File: src/rtl/snake_dir_ctrl.sv
// snake_dir_ctrl: front end of the snake movement block.
// Synchronises and debounces the four direction buttons and start/pause,
// runs the IDLE/RUN/PAUSE state machine, filters 180-degree reversals and
// commits one move code per game step.
//
// Ports:
//   clk        system clock (single domain)
//   rst        asynchronous active-low reset
//   btn_up/btn_down/btn_left/btn_right/btn_start
//              raw asynchronous active-high button levels
//   inmove[2:0] move code: 000 right, 001 up, 010 left, 011 down, 100 hold
//   step       one-cycle pulse on every game-step commit
//   running    high while in RUN

// Per-button input path: 2-flop synchroniser followed by a stability
// counter.  press fires in the cycle the debounced level is about to rise,
// so the FSM sees it 2 + DEBOUNCE_CYCLES edges after the raw edge.
module snake_dir_deb #(
  parameter int DEBOUNCE_CYCLES = 1_000_000
) (
  input  logic clk,
  input  logic rst,
  input  logic raw,
  output logic press
);
  localparam int            CW   = (DEBOUNCE_CYCLES > 1) ? $clog2(DEBOUNCE_CYCLES) : 1;
  localparam logic [CW-1:0] CMAX = CW'(DEBOUNCE_CYCLES - 1);

  logic          s1, s2, lvl;
  logic [CW-1:0] cnt;
  logic          flip;

  assign flip  = (s2 != lvl) && (cnt == CMAX);
  assign press = flip && s2;

  always_ff @(posedge clk or negedge rst) begin
    if (!rst) begin
      s1  <= 1'b0;
      s2  <= 1'b0;
      lvl <= 1'b0;
      cnt <= '0;
    end else begin
      s1 <= raw;
      s2 <= s1;
      if (s2 == lvl || flip) cnt <= '0;
      else                   cnt <= cnt + CW'(1);
      if (flip) lvl <= s2;
    end
  end
endmodule

module snake_dir_ctrl #(
  parameter int DEBOUNCE_CYCLES = 1_000_000,
  parameter int TICK_DIV        = 12_500_000
) (
  input  logic       clk,
  input  logic       rst,
  input  logic       btn_up,
  input  logic       btn_down,
  input  logic       btn_left,
  input  logic       btn_right,
  input  logic       btn_start,
  output logic [2:0] inmove,
  output logic       step,
  output logic       running
);
  localparam int            NBTN = 5;
  localparam int            B_UP = 0, B_DOWN = 1, B_LEFT = 2, B_RIGHT = 3, B_START = 4;
  localparam int            TW   = $clog2(TICK_DIV);
  localparam logic [TW-1:0] TMAX = TW'(TICK_DIV - 1);

  // Direction codes; the opposite heading is the code with bit 1 flipped.
  localparam logic [1:0] DIR_RIGHT = 2'd0, DIR_UP = 2'd1, DIR_LEFT = 2'd2, DIR_DOWN = 2'd3;
  localparam logic [2:0] MV_HOLD   = 3'b100;

  typedef enum logic [1:0] {IDLE, RUN, PAUSE} state_t;

  logic [NBTN-1:0] raw, press;
  state_t          state;
  logic [1:0]      dir, pend, req, dir_eff;
  logic            pend_v, req_v, req_ok, store, enter_dir;
  logic [TW-1:0]   tcnt;
  logic            tick, tick_q, commit, p_start;

  assign raw = {btn_start, btn_right, btn_left, btn_down, btn_up};

  for (genvar i = 0; i < NBTN; i++) begin : g_deb
    snake_dir_deb #(.DEBOUNCE_CYCLES(DEBOUNCE_CYCLES)) u_deb (
      .clk  (clk),
      .rst  (rst),
      .raw  (raw[i]),
      .press(press[i])
    );
  end

  assign p_start = press[B_START];

  // Simultaneous presses: up > down > left > right.
  always_comb begin
    req_v = 1'b1;
    req   = DIR_RIGHT;
    if      (press[B_UP])    req = DIR_UP;
    else if (press[B_DOWN])  req = DIR_DOWN;
    else if (press[B_LEFT])  req = DIR_LEFT;
    else if (press[B_RIGHT]) req = DIR_RIGHT;
    else                     req_v = 1'b0;
  end

  // tick is registered once; the commit happens in the following cycle and
  // a start press in either cycle cancels it (pause wins).
  assign tick      = (state == RUN) && (tcnt == TMAX);
  assign commit    = (state == RUN) && !p_start && tick_q;
  // Requests are checked against the heading as it stands after this
  // cycle's commit, so a press can never reverse a freshly committed move.
  assign dir_eff   = (commit && pend_v) ? pend : dir;
  assign req_ok    = req_v && (req != (dir_eff ^ 2'b10));
  assign enter_dir = req_ok && (state == IDLE) && !p_start;
  assign store     = req_ok && ((state != IDLE) || p_start);

  always_ff @(posedge clk or negedge rst) begin
    if (!rst) begin
      state   <= IDLE;
      dir     <= DIR_RIGHT;
      pend    <= DIR_RIGHT;
      pend_v  <= 1'b0;
      tcnt    <= '0;
      tick_q  <= 1'b0;
      step    <= 1'b0;
      running <= 1'b0;
      inmove  <= MV_HOLD;
    end else begin
      step   <= commit;
      tick_q <= tick && !p_start;

      if (state == RUN && !p_start) tcnt <= (tcnt == TMAX) ? '0 : tcnt + TW'(1);
      else                          tcnt <= '0;

      if (commit) begin
        dir    <= dir_eff;
        pend_v <= 1'b0;
        inmove <= {1'b0, dir_eff};
      end
      // A press landing on the commit cycle becomes the next pending move.
      if (store) begin
        pend   <= req;
        pend_v <= 1'b1;
      end

      case (state)
        IDLE: begin
          if (p_start) begin
            state   <= RUN;
            running <= 1'b1;
            inmove  <= {1'b0, dir};
          end else if (enter_dir) begin
            state   <= RUN;
            running <= 1'b1;
            dir     <= req;
            inmove  <= {1'b0, req};
          end
        end
        RUN: begin
          if (p_start) begin
            state   <= PAUSE;
            running <= 1'b0;
            inmove  <= MV_HOLD;
          end
        end
        PAUSE: begin
          if (p_start) begin
            state   <= RUN;
            running <= 1'b1;
            inmove  <= {1'b0, dir};
          end
        end
        default: state <= IDLE;
      endcase
    end
  end
endmodule

File: config.mk
export PLATFORM = sky130hd
export DESIGN_NAME = snake_dir_ctrl
export DESIGN_NICKNAME = d
export VERILOG_FILES = /design/src/rtl/snake_dir_ctrl.sv
export SDC_FILE = /design/constraint.sdc
export NUM_CORES = 1
export LEC_CHECK = 0
export CAP_MARGIN = 5
export CORE_MARGIN = 4
export CORE_UTILIZATION = 55
export DETAILED_ROUTE_END_ITERATION = 16
export DONT_BUFFER_PORTS = 1
export GPL_TIMING_DRIVEN = 0
export MAX_ROUTING_LAYER = met4
export PLACE_DENSITY = 0.7
export SKIP_LAST_GASP = 1
export SYNTH_ARGS = -nofsm -noshare
export SYNTH_HDL_FRONTEND = slang
export SYNTH_HIERARCHICAL = 1
export SYNTH_SLANG_ARGS = --single-unit
File: constraint.sdc
create_clock -name clk -period 4.3 [get_ports clk]
set_input_delay 0 -clock clk [delete_from_list [all_inputs] [get_ports clk]]
set_output_delay 0 -clock clk [all_outputs]
set_load 0.02 [all_outputs]
; ---- Yosys cells after proc, flatten, opt, wreduce, memory -nomap -nowiden
; Cells that the tools add are included.
[classes]
add_sub_neg = 6
n_eq_ne = 22
mux = 37
n_bitwise = 1
n_reduce_logical = 32
[ops]
columns = operator, count
row1 = $add A20 B1 Y20 const B, 5
row2 = $eq A20 B20 Y1 const B, 5
row3 = $mux W20, 5
row4 = $mux W24, 2
row5 = $add A24 B1 Y24 const B, 1
row6 = $eq A24 B24 Y1 const B, 1
row7 = $mux W2, 12
row8 = $logic_and A1 B1 Y1, 19
row9 = $mux W3, 5
row10 = $mux W1, 10
row11 = $pmux W3 S3, 1
row12 = $logic_or A1 B1 Y1, 6
row13 = $pmux W2 S3, 1
row14 = $eq A1 B1 Y1, 5
row15 = $ne A1 B1 Y1, 5
row16 = $ne A2 B2 Y1 const B, 2
row17 = $reduce_and A4 Y1, 1
row18 = $reduce_bool A2 Y1, 2
row19 = $ne A3 B3 Y1 const B, 1
row20 = $pmux W1 S3, 1
row21 = $reduce_and A3 Y1, 1
row22 = $reduce_bool A3 Y1, 1
row23 = $eq A2 B1 Y1 const B, 1
row24 = $eq A2 B2 Y1 const B, 1
row25 = other kinds (4), 4
[word_totals]
reg_bits = 152
in_bits = 7
output_inout_bits = 5

; ---- Depth between registers and ports, before layout
; Gate-level depths: netlist of the first run.
[depth]
ltp_word = 16
depth_mapped = 12
ltp_nobuf = 12

; ---- Modules after synthesis
; The synthesis of the first run kept the hierarchy.
[modules_own_cells]
columns = mod, n_inst, cells_each, area_each_um2, seq_area_each_um2
row1 = snake_dir_deb, 5, 108, 1103.6, 575.6
row2 = snake_dir_ctrl, 1, 196, 1885.6, 927.1

; ---- Least setup slack after synthesis of the first run
; No wires, ideal clock.
[synth_path]
path_type = reg2reg
startpoint = register g_deb[4].u_deb.cnt[12]
endpoint = register pend[0]
t_arrival_ns = 3.135
setup_slack_ns = 1.038
path_stages_with_launch = 12
n_path_buf = 0
cell_sequence = dfrtp_1 > or4_1 > or4_4 > nor2_2 > and3b_1 > nand4bb_4 > clkinv_2 > nand3_1 > a21oi_1 > o41ai_4 > nor2_2 > mux2_1
[synth_via]
elab_chain_cells = 12
word_cells_on_any_way = 13
[synth_lines]
columns = element, line_no
row1 = "start, declared", 30  ; logic [CW-1:0] cnt;
row2 = "start signal, assigned", 46  ; else cnt <= cnt + CW'(1);
row3 = $eq A20 B20 Y1 (*), 33  ; assign flip = (s2 != lvl) && (cnt == CMAX);
row4 = $logic_and A1 B1 Y1 (*), 33
row5 = $logic_and A1 B1 Y1 (*), 34  ; assign press = flip && s2;
row6 = named net p_start, 83  ; logic tick, tick_q, commit, p_start;
row7 = $logic_not A1 Y1 (*), 112  ; assign commit = (state == RUN) && !p_start && tick_q;
row8 = $logic_and A1 B1 Y1 (*) (2 in series), 112
row9 = named net commit, 83
row10 = $logic_and A1 B1 Y1 (*), 115  ; assign dir_eff = (commit && pend_v) ? pend : dir;
row11 = $mux W2 (*), 115
row12 = $not A1 Y1 (no source line), n/a
row13 = $ne A2 B2 Y1 (*), 116  ; assign req_ok = req_v && (req != (dir_eff ^ 2'b10));
row14 = $logic_and A1 B1 Y1 (*), 116
row15 = $logic_and A1 B1 Y1 (*), 118  ; assign store = req_ok && ((state != IDLE) || p_start);
row16 = "end signal, assigned", 145  ; pend <= req;
row17 = "end, declared", 80  ; logic [1:0] dir, pend, req, dir_eff;
; The timed path passes the listed nets; every way through them passes the cells marked *.
; A chain may end at the register's enable or synchronous reset.

; ---- Final worst setup path of the first run
[layout_path]
startpoint = register g_deb[4].u_deb.cnt[0]
endpoint = register pend[0]
; The elaborated chain is that of the path after synthesis.

==> results.json, run 1 <==
{
  "status": "complete, no violations",
  "crit_family": "simple AND/OR/NAND/NOR gates",
  "port_buffers": 0,
  "p_int_w": 0.00243,
  "cp_slowest_cell": "or4_4",
  "critPathCapture": "pend[0]$_DFFE_PN0P_",
  "detail_route.wl_per_cell_um": 14.3,
  "diodes": 0,
  "worstMarginPinSlew_ps": 829,
  "grt_pass1_vias": 5252,
  "cp_num_buf_inv": 1,
  "chipWidth_um": 124,
  "crit_path_max_fanout": 8,
  "finalMaxSlewViolations": 0,
  "crit_type": "reg -> reg",
  "worst_setup_path_start_kind": "flop",
  "synth_enable_flop_cells": 0,
  "max-cap-violations": 0,
  "synth.area.top_cells": "dfrtp_1 (51%), xnor2_1 (9.2%), nor2_1 (7.1%)",
  "p_per_area_nw_per_um2": 366,
  "ctsResizeCount": 0,
  "h-tree-depth": 4,
  "cts.clk_slew.worst_paths_ps": 60,
  "dp_slack_ps": 624,
  "slew-limit-headroom_pct": 44.2,
  "fin_crit_ps": 3720,
  "grt_overflow": 0,
  "drc_errors": 0,
  "switchingPower_w": 0.000615,
  "grt_max_degree": 153,
  "antenna_found_initial": 0,
  "clock_path_buffers": 2,
  "ys_seq_area_share_pct": 51.4,
  "rows": 42,
  "post-dp-hpwl_mm": 9.00,
  "syn_nets": 749,
  "setup_viol": 0,
  "setup_tns_ps": 0,
  "r2r_cells": 12,
  "async_reset_ff_share_pct": 100,
  "initial_core_util_pct": 56.1,
  "fmax_mhz": 269,
  "vias_per_cell": 5.62,
  "ys.flop_type": "dfrtp_1",
  "wl_mm": 13.6,
  "die_h_um": 124,
  "core_um2": 13200,
  "seqPwrFrac_pct": 48.1,
  "yosys.cell_types.count": 49,
  "ios": 12,
  "areaGrowthSynthToFinish_pct": 12.3,
  "crit_start": "g_deb[4].u_deb/cnt[0]$_DFF_PN0_",
  "cpPeakStageDelay_ps": 670,
  "r2r_start": "g_deb[4].u_deb/cnt[0]$_DFF_PN0_",
  "fin_crit_sh_pct": 86.4,
  "power.leakage_nw": 3.28,
  "gp_congestion": 0.861,
  "grt_setup_unrepaired": "no",
  "reg2reg_slack_ps": 580,
  "cp-end-kind": "flop",
  "syn_area_per_cell_um2": 10.1,
  "cp_cell_sequence": "ha_1 -> nand3_1 -> or4_4 -> nor2_2 -> and3b_1 -> nand4bb_4 -> clkinv_2 -> nand3_1 -> a21oi_1 -> o41ai_4 -> nor2_2 -> mux2_1",
  "required_ps": 4590,
  "skew_ps": 5.45,
  "clk_latency_ps": 420,
  "netlist_area_um2": 7400,
  "cts_tree": "yes",
  "p_comb_share_pct": 2.6,
  "vdd_drop_max_mv": 0.287,
  "drtIter0Drc": 421,
  "setup_ws_ps": 585,
  "nets": 775,
  "grt_util_all_layers_pct": 19.7,
  "cp.arrival_ps": 4010,
  "cts_sinks": 152,
  "yosys.area.top_type_share_pct": 51.0,
  "drtPass1Iterations": 5,
  "path_depth": 12,
  "drive_above_1_share_pct": 8.90,
  "synth-seq-cells": 152,
  "switching_share_pct": 20.2,
  "synth_top_cell_by_area": "dfrtp_1",
  "drt.antenna.violating_nets": 0,
  "p_clk_share_pct": 49.3,
  "ys_warn_count": 6,
  "die-area_um2": 15400,
  "cts_buffers": 17,
  "dr_total_vias": 5349,
  "root_buffer": "clkbuf_16",
  "grt_pass1_wl_mm": 23.6,
  "r2r_end": "pend[0]$_DFFE_PN0P_",
  "postSynthCellCount": 736,
  "hold_viol": 0,
  "hold_class": "in -> reg"
}
[per-stage QoR]
step	cells	cell area (um2)	hold slack, ps	util (%)	total power [W]
floorplan	736	7400	-296	-	0.00152
global placement	912	7620	-290	57.8	0.00153
detailed placement	912	7620	-290	57.8	0.00153
CTS	951	8310	117	63.0	0.00307
global route	951	8310	127	63.0	0.00316
finish	951	8310	136	63.0	0.00304
[how the worst min path moves through the flow]
stage,from,endpoint,slack [ps],cells past startpoint
floorplan,rst,dir[0]$_DFF_PN0_,-300,0
global placement,rst,g_deb[0].u_deb/cnt[5]$_DFF_PN0_,-290,0
CTS,btn_start,g_deb[4].u_deb/s1$_DFF_PN0_,120,1
finish,btn_right,g_deb[3].u_deb/s1$_DFF_PN0_,140,1
global route,btn_right,g_deb[3].u_deb/s1$_DFF_PN0_,130,1
detailed placement,rst,g_deb[0].u_deb/cnt[5]$_DFF_PN0_,-290,0
[routing by layer]
layer | GRT usage (%) | wire length, um | vias up
met2 | 32.2 | 6820 | 81
li1 | - | - | 2606
met4 | 5.82 | 148 | 0
met5 | - | 0 | -
met3 | 5.36 | 511 | 17
met1 | 24.2 | 6120 | 2645
[state kept, by name, summed over array words and instances, names as in the netlist]
name	flops
running	1
g_deb.u_deb/lvl	5
g_deb.u_deb/cnt	100
g_deb.u_deb/s1	5
pend_v	1
g_deb.u_deb/s2	5
dir	2
tcnt	24
step	1
tick_q	1
pend	2
state	2
inmove	3
[Yosys cell counts (2+ instances only)]
cell type    n
a21oi_1      9
a31o_2       5
and2_1       2
and3_1      11
and3b_1      5
buf_2        2
buf_6        5
clkbuf_1     3
dfrtp_1    151
ha_1         6
inv_1       30
mux2_1       2
mux2_2       5
mux2i_1     13
nand2_1     42
nand2b_1     3
nand3_1     40
nand4_1     27
nand4b_1     5
nor2_1     140
nor2_2       6
nor3_1      36
nor4_1      29
o21ai_0     15
o21ai_4      5
o311ai_0     2
or3_1        2
or4_1        5
or4_4        5
or4b_1       6
xnor2_1     78
xor2_1      24
[layout make-up]
type	count	area, um2
buffer	10	77.6
clock buffer	23	478
clock inverter	9	123
fill	1042	4880
inverter	31	118
multi-input combinational	543	3400
sequential	152	3800
tap	176	220
timing repair buffer	7	87.6
[kinds of logic (layout without fill, tap and decap cells)]
group                      Yosys count  count (layout)  share of synthesized area, %
adders and majority gates            6               6                          1.01
buffers and inverters               41              80                          2.64
xor gates and xnor gates           102             102                          12.1
muxes                               20              20                          2.82
DFF                                152             152                          51.4
AOI/OAI and AO/OA                   44              44                          4.66
and+or+nand+nor                    371             371                          25.4
[power by group through the flow]
stage | registers [W] | clock network, W | logic (W)
after CTS | 0.00146 | 0.00153 | 0.0000821
final | 0.00146 | 0.00150 | 0.0000791
after global routing | 0.00146 | 0.00160 | 0.0000916
after global placement | 0.00149 | 0 | 0.0000445
after floorplan | 0.00148 | 0 | 0.0000370
after detailed placement | 0.00149 | 0 | 0.0000461
[cell usage in the layout (no fill, tap or decap), drive strengths merged, types with 2 or more instances in the layout]
master	netlist	routed
or3	2	2
xor2	24	24
nand4	27	27
o21ai	21	21
ha	6	6
o311ai	2	2
nand2b	3	3
clkbuf	3	26
mux2	7	7
and2	2	2
inv	30	30
nor3	36	36
or4b	6	6
nand3	40	40
nor4	29	29
or2	2	2
xnor2	78	78
nand2	42	42
buf	7	8
a31o	5	5
dlygate4sd3	0	6
nor2	146	146
clkinv	1	6
mux2i	13	13
a21oi	9	9
nand4b	5	5
and3	12	12
bufinv	0	3
dfrtp	151	151
or4	10	10
and3b	5	5
[worst register-to-register path: cells and delay by family, from the launching register on]
kind	cells	cell delay (ps)
adders and majority gates	1	200
DFF	1	390
buffers and inverters	1	110
and+or+nand+nor	7	1830
AOI/OAI and AO/OA	2	710
muxes	1	340
[timing repair]
action	in CTS	in global routing
hold endpoints to repair	157	0
hold buffers	7	0
endpoints found under the setup margin	0	0
setup buffers	0	0
Note: power is estimated with default switching activity, not from simulation.
==> run 2, diff against run 1 <==
Settings changed: SYNTH_HIERARCHICAL 1 to default.
==> run 2 against run 1 <==
  * Non-clock buffer count up 2
  * Synthesized area down 2.8%
  * Register-to-register slack better by 240 ps
  * Count of clock-buffer cells in the layout down 1
  * Clock skew up 1.5 ps
  * Cell count down 1.2%
  * Via count down 3.1%
  * First-iteration DRC count down 17%
  * Utilization up 0.45 points
  * Fmax up 6.9%
  * Sequential share of layout area up 1.3 points
  * Largest power group is now sequential cells
==> results.json, run 2 <==
{
  "cpPeakStageDelay_ps": 540,
  "yosysMostFrequentCell": "dfrtp_1",
  "cp_cell_sequence": "or4b_1 -> or4_4 -> o311ai_4 -> mux2i_1 -> xor2_1 -> a211oi_2 -> nand2b_1 -> mux2_1",
  "wl_mm": 13.5,
  "syn_area_per_cell_um2": 9.86,
  "synthMuxAreaShare_pct": 1.36,
  "post_cts_buffers": 0,
  "hold_class": "in -> reg",
  "p_comb_share_pct": 2.5,
  "final_common_cell": "dfrtp_1",
  "netlist_area_um2": 7200,
  "ctsResizeCount": 0,
  "slew-limit-headroom_pct": 51.3,
  "worstMarginPinSlew_ps": 730,
  "crit_type": "reg -> reg",
  "drive_above_1_share_pct": 7.17,
  "worst_setup_path_start_kind": "flop",
  "synth_enable_flop_cells": 0,
  "post-dp-hpwl_mm": 8.87,
  "grt_max_degree": 153,
  "grt_pass1_vias": 5185,
  "grt_pass1_wl_mm": 23.5,
  "cts.clk_slew.worst_paths_ps": 60,
  "power.leakage_nw": 3.54,
  "cp_slowest_cell": "or4b_1",
  "p_per_area_nw_per_um2": 369,
  "crit_path_max_fanout": 5,
  "vdd_drop_max_mv": 0.281,
  "clk_latency_ps": 420,
  "yosys.area_share.xor_xnor_pct": 13.1,
  "drt.antenna.violating_nets": 0,
  "required_ps": 4610,
  "detail_route.wl_per_cell_um": 14.3,
  "rows": 41,
  "setup_viol": 0,
  "fin_area_um2": 8070,
  "vias_per_cell": 5.51,
  "synth-simple-area-share_pct": 25.1,
  "synth_fa_ha_area_share_pct": 1.04,
  "synth_top_family_by_area": "simple AND/OR/NAND/NOR gates",
  "hold_viol": 0,
  "synth_compound_area_share_pct": 5.02,
  "ys.flop_type": "dfrtp_1",
  "ios": 12,
  "drtPass1Iterations": 4,
  "seqPwrFrac_pct": 49.0,
  "ctsHoldBuffers": 7,
  "synth-seq-cells": 152,
  "layout_common_cells": "dfrtp_1 (151), nor2_1 (146), xor2_1 (67)",
  "p_clk_share_pct": 48.5,
  "cts_sinks": 152,
  "port_buffers": 0,
  "die_h_um": 122,
  "reg_top3": "g_deb.u_deb.cnt: 100 flops, tcnt: 24 flops",
  "largest_register_ffs": 100,
  "fin_crit_ps": 3480,
  "worst_hold_slack_ps": 134,
  "async_reset_ff_share_pct": 100,
  "met2_length_mm": 6.70,
  "cts_tree": "yes",
  "chipWidth_um": 122,
  "antenna_found_initial": 1,
  "cp.arrival_ps": 3780,
  "fin_util_pct": 63.5,
  "synth.area.top_cells": "dfrtp_1 (52%), xor2_1 (8.2%), nor2_1 (7.6%)",
  "switching_share_pct": 20.8,
  "skew_ps": 6.93,
  "top_layer": "met4",
  "switchingPower_w": 0.000620,
  "yosys.area.top_type_share_pct": 52.5,
  "syn_nets": 743,
  "cp-end-kind": "flop",
  "root_buffer": "clkbuf_16",
  "status": "complete, no violations",
  "finalPower_w": 0.00298,
  "gp_congestion": 0.841,
  "h-tree-depth": 4,
  "grt_util_all_layers_pct": 20.4,
  "grt_setup_unrepaired": "no",
  "fin_crit_sh_pct": 80.8,
  "drtIter0Drc": 349,
  "setup_tns_ps": 0,
  "p_int_w": 0.00236,
  "grt_overflow": 0,
  "core_um2": 12700,
  "fmax_mhz": 288,
  "wl_met1_mm": 6.06,
  "finalMaxSlewViolations": 0,
  "dr_total_vias": 5183,
  "postSynthCellCount": 730,
  "met3_length_um": 460,
  "ys_warn_count": 0,
  "yosys.cell_types.count": 59,
  "synth_top_cell_by_area": "dfrtp_1",
  "cts_buffers": 17,
  "die-area_um2": 15000,
  "clock_path_buffers": 2,
  "nets": 769,
  "initial_core_util_pct": 56.6,
  "max-cap-violations": 0,
  "placed_area_um2": 7410,
  "largest-register": "g_deb.u_deb.cnt",
  "ys_seq_area_share_pct": 52.9,
  "yosys-top-cells-count": "dfrtp_1 (151), nor2_1 (146), xor2_1 (67)",
  "areaGrowthSynthToFinish_pct": 12.2,
  "drc_errors": 0
}
-- run 2: cell types whose count changed in the layout (fill, tap and decap cells not counted), moves of 11 or more --
cell	change
xor2_1	+43
xnor2_1	-37
nor3_1	-29
and3_1	+23
nor4_1	-23
nand4_1	-16
nand3_1	+15
inv_1	-14
nand2_1	+13
o21ai_0	+11
-- run 2: power by group through the flow --
stage | logic (W) | clock network [W] | registers [W]
2_1_floorplan | 0.0000325 | 0 | 0.00148
3_3_place_gp | 0.0000401 | 0 | 0.00149
3_5_place_dp | 0.0000416 | 0 | 0.00149
4_1_cts | 0.0000781 | 0.00147 | 0.00146
5_1_grt | 0.0000873 | 0.00155 | 0.00146
6_report | 0.0000745 | 0.00144 | 0.00146
-- run 2: area by class of cell --
cell class                 count  area (um2)
fill                        1044        4650
sequential                   152        3800
multi-input combinational    550        3290
clock buffer                  22         474
tap                          172         215
clock inverter                 8        96.3
timing repair buffer           7        87.6
inverter                      16        60.1
buffer                        12        45.0
antenna                        1        2.50
-- run 2: per-layer routing --
metal / vias to the layer above / GRT usage [%]
li1: 2529 / -
met2: 79 / 32.9
met4: 0 / 7.49
met1: 2554 / 24.8
met3: 21 / 5.53
met5: - / -
-- run 2: critical path, delay by kind of cell (launching register included) --
kind	cells	cell delay [ps]
AND/OR/NAND/NOR	3	1200
multiplexers	2	780
XOR/XNOR	1	210
flip-flops	1	430
AO/OA/AOI/OAI	2	740
-- run 2: path summary, 6_finish.rpt --
kind | from | cells past startpoint | end | slack [ps]
max reg2reg | g_deb[4].u_deb.cnt[10]$_DFF_PN0_ | 8 | pend[1]$_DFFE_PN0P_ | 820
min | btn_start | 1 | g_deb[4].u_deb.s1$_DFF_PN0_ | 130
max | g_deb[4].u_deb.cnt[10]$_DFF_PN0_ | 8 | pend[1]$_DFFE_PN0P_ | 820
min reg2reg | g_deb[4].u_deb.s1$_DFF_PN0_ | 0 | g_deb[4].u_deb.s2$_DFF_PN0_ | 350
max in group asynchronous | rst | 2 | g_deb[4].u_deb.cnt[7]$_DFF_PN0_ | 3530
min in group asynchronous | rst | 2 | g_deb[1].u_deb.cnt[17]$_DFF_PN0_ | 230
-- run 2: metrics by stage --
step | std cells | worst slack (ps)
after floorplan | 730 | 1170
after global placement | 902 | 887
after detailed placement | 902 | 841
after CTS | 939 | 822
after global routing | 940 | 629
final | 940 | 825
-- run 2: cell families after synthesis --
family,after synthesis
AOI/OAI and AO/OA,59
xor gates and xnor gates,108
adders and majority gates,6
buffers and inverters,28
DFF,152
muxes,9
and+or+nand+nor,368
==> run 3, diff against run 2 <==
Settings changed: PLACE_DENSITY 0.7 to 0.73.
Clock period 4.3 ns to 2.9 ns, I/O delays scaled along.
==> run 3 against run 2 <==
  * The run now ends with hold timing, setup timing left
  * Clock power is 62% higher
  * Cell count up 1.6%
  * Utilization grew 2.0 points
  * Critical endpoint unchanged
  * Largest cell class unchanged
==> results.json, run 3 (synthesis gave the netlist of run 2 again) <==
{
  "fmax_mhz": 335,
  "chipWidth_um": 122,
  "p_comb_share_pct": 1.5,
  "cp_cell_sequence": "or4b_1 -> or4_4 -> o311ai_4 -> buf_6 -> mux2i_4 -> xor2_2 -> a211oi_2 -> nand2b_4 -> mux2_4",
  "core_um2": 12700,
  "max-cap-violations": 0,
  "hold_class": "in -> async",
  "worstMarginPinSlew_ps": 694,
  "crit_family": "simple AND/OR/NAND/NOR gates",
  "die_h_um": 122,
  "p_clk_share_pct": 51.0,
  "clk_latency_ps": 420,
  "initial_core_util_pct": 56.6,
  "cts_sinks": 152,
  "worst_setup_path_start_kind": "flop",
  "layout_common_cells": "dfrtp_1 (151), nor2_1 (146), xor2_1 (66)",
  "drive_above_1_share_pct": 11.9,
  "ctsHoldBuffers": 5,
  "cp-end-kind": "flop",
  "cts.clk_slew.worst_paths_ps": 60,
  "finalMaxSlewViolations": 0,
  "h-tree-depth": 4,
  "grt_setup_unrepaired": "yes",
  "seqPwrFrac_pct": 47.5,
  "placed_area_um2": 7420,
  "p_per_area_nw_per_um2": 547,
  "setup_viol": 3,
  "required_ps": 3200,
  "port_buffers": 0,
  "nets": 783,
  "cts_tree": "yes",
  "dp.cells": 902,
  "wl_mm": 13.6,
  "violations": "hold timing, setup timing",
  "r2r_cells": 9,
  "switching_share_pct": 19.9,
  "largest_register_ffs": 100,
  "clock_path_buffers": 2,
  "final_common_cell": "dfrtp_1",
  "cpPeakStageDelay_ps": 520,
  "post-dp-hpwl_mm": 8.70,
  "reg_top3": "g_deb.u_deb.cnt: 100 flops, tcnt: 24 flops",
  "ios": 12,
  "reg2reg_slack_ps": -80,
  "r2r_start": "g_deb[4].u_deb.cnt[13]$_DFF_PN0_",
  "status": "finished with violations",
  "drtIter0Drc": 313,
  "dr_total_vias": 5229,
  "cts_buffers": 17,
  "areaGrowthSynthToFinish_pct": 15.7,
  "die-area_um2": 15000,
  "cp_num_buf_inv": 1,
  "dp_slack_ps": -530,
  "rows": 41,
  "drtPass1Iterations": 5,
  "gp_congestion": 0.837,
  "root_buffer": "clkbuf_16",
  "switchingPower_w": 0.000907,
  "slew-limit-headroom_pct": 53.4,
  "r2r_end": "pend[1]$_DFFE_PN0P_",
  "worst_hold_slack_ps": -723,
  "power.leakage_nw": 3.64,
  "cp.arrival_ps": 3290,
  "diodes": 0,
  "crit_path_max_fanout": 3,
  "p_int_w": 0.00365,
  "vdd_drop_max_mv": 0.607,
  "setup_ws_ps": -85.0,
  "instances_no_fill": 955,
  "grt_pass1_wl_mm": 23.8,
  "skew_ps": 8.28,
  "largest-register": "g_deb.u_deb.cnt",
  "cp_slowest_cell": "or4b_1",
  "fin_crit_ps": 2980,
  "hold_viol": 152,
  "grt_max_degree": 153,
  "path_depth": 9,
  "grt_util_all_layers_pct": 20.5,
  "crit_type": "reg -> reg",
  "detail_route.wl_per_cell_um": 14.2,
  "drc_errors": 0,
  "fin_crit_sh_pct": 103,
  "fin_area_um2": 8330,
  "grt_overflow": 0,
  "fillers": 984,
  "grt_pass1_vias": 5171,
  "vias_per_cell": 5.48,
  "drt.antenna.violating_nets": 0,
  "antenna_found_initial": 0
}
-- run 3: power by group through the flow --
stage          Sequential, W  Clock [W]  Combinational, W
3_3_place_gp         0.00220          0         0.0000591
4_1_cts              0.00217    0.00237         0.0000676
2_1_floorplan        0.00220          0         0.0000481
3_5_place_dp         0.00220          0         0.0000609
6_report             0.00217    0.00233         0.0000673
5_1_grt              0.00217    0.00247         0.0000787
-- run 3: layout make-up --
type	count	area [um2]	area share (%)
inverter	16	60.1	0.721
timing repair buffer	22	185	2.22
multi-input combinational	550	3390	40.7
buffer	11	43.8	0.526
tap	172	215	2.58
sequential	152	3800	45.7
clock buffer	20	457	5.48
clock inverter	12	174	2.09
-- run 3: worst max path at each step --
| stage | start | endpoint | slack, ps |
|---|---|---|---|
| 6_report | g_deb[4].u_deb.cnt[13]$_DFF_PN0_ | pend[1]$_DFFE_PN0P_ | -80 |
| 5_1_grt | g_deb[1].u_deb.cnt[8]$_DFF_PN0_ | pend[1]$_DFFE_PN0P_ | -200 |
| 4_1_cts | g_deb[1].u_deb.cnt[7]$_DFF_PN0_ | pend[1]$_DFFE_PN0P_ | -160 |
| 3_5_place_dp | g_deb[2].u_deb.cnt[7]$_DFF_PN0_ | pend[1]$_DFFE_PN0P_ | -530 |
| 3_3_place_gp | g_deb[2].u_deb.cnt[7]$_DFF_PN0_ | pend[1]$_DFFE_PN0P_ | -480 |
| 2_1_floorplan | g_deb[4].u_deb.cnt[10]$_DFF_PN0_ | pend[1]$_DFFE_PN0P_ | -170 |
-- run 3: metrics by stage --
step | utilization (%) | total power (W) | hold slack, ps | setup TNS, ps
after floorplan | - | 0.00225 | -296 | -166
after detailed placement | 58.3 | 0.00226 | -289 | -4830
final | 65.5 | 0.00456 | -723 | -103
after global placement | 58.3 | 0.00226 | -290 | -4430
after CTS | 65.2 | 0.00460 | -739 | -319
after global routing | 65.5 | 0.00472 | -745 | -835
-- run 3: worst register-to-register path, cell delays in order (launching register included) --
cell	delay [ps]
dfrtp_1	370
or4b_1	520
or4_4	460
o311ai_4	230
buf_6	170
mux2i_4	270
xor2_2	120
a211oi_2	260
nand2b_4	180
mux2_4	300
-- run 3: what timing repair did --
item	4_1_cts	5_1_grt
setup buffers	16	1
pin swaps	12	9
cloned	0	0
gates resized for setup	22	8
endpoints found under the hold margin	157	152
endpoints found under the setup margin	28	25
-- run 3: routing by layer --
metal / share of wire (%) / vias up / GRT usage [%]
met5: 0 / - / -
met2: 50 / 79 / 32.4
met3: 3.1 / 12 / 4.88
li1: - / 2551 / -
met4: 1.0 / 0 / 6.37
met1: 46 / 2587 / 26.4
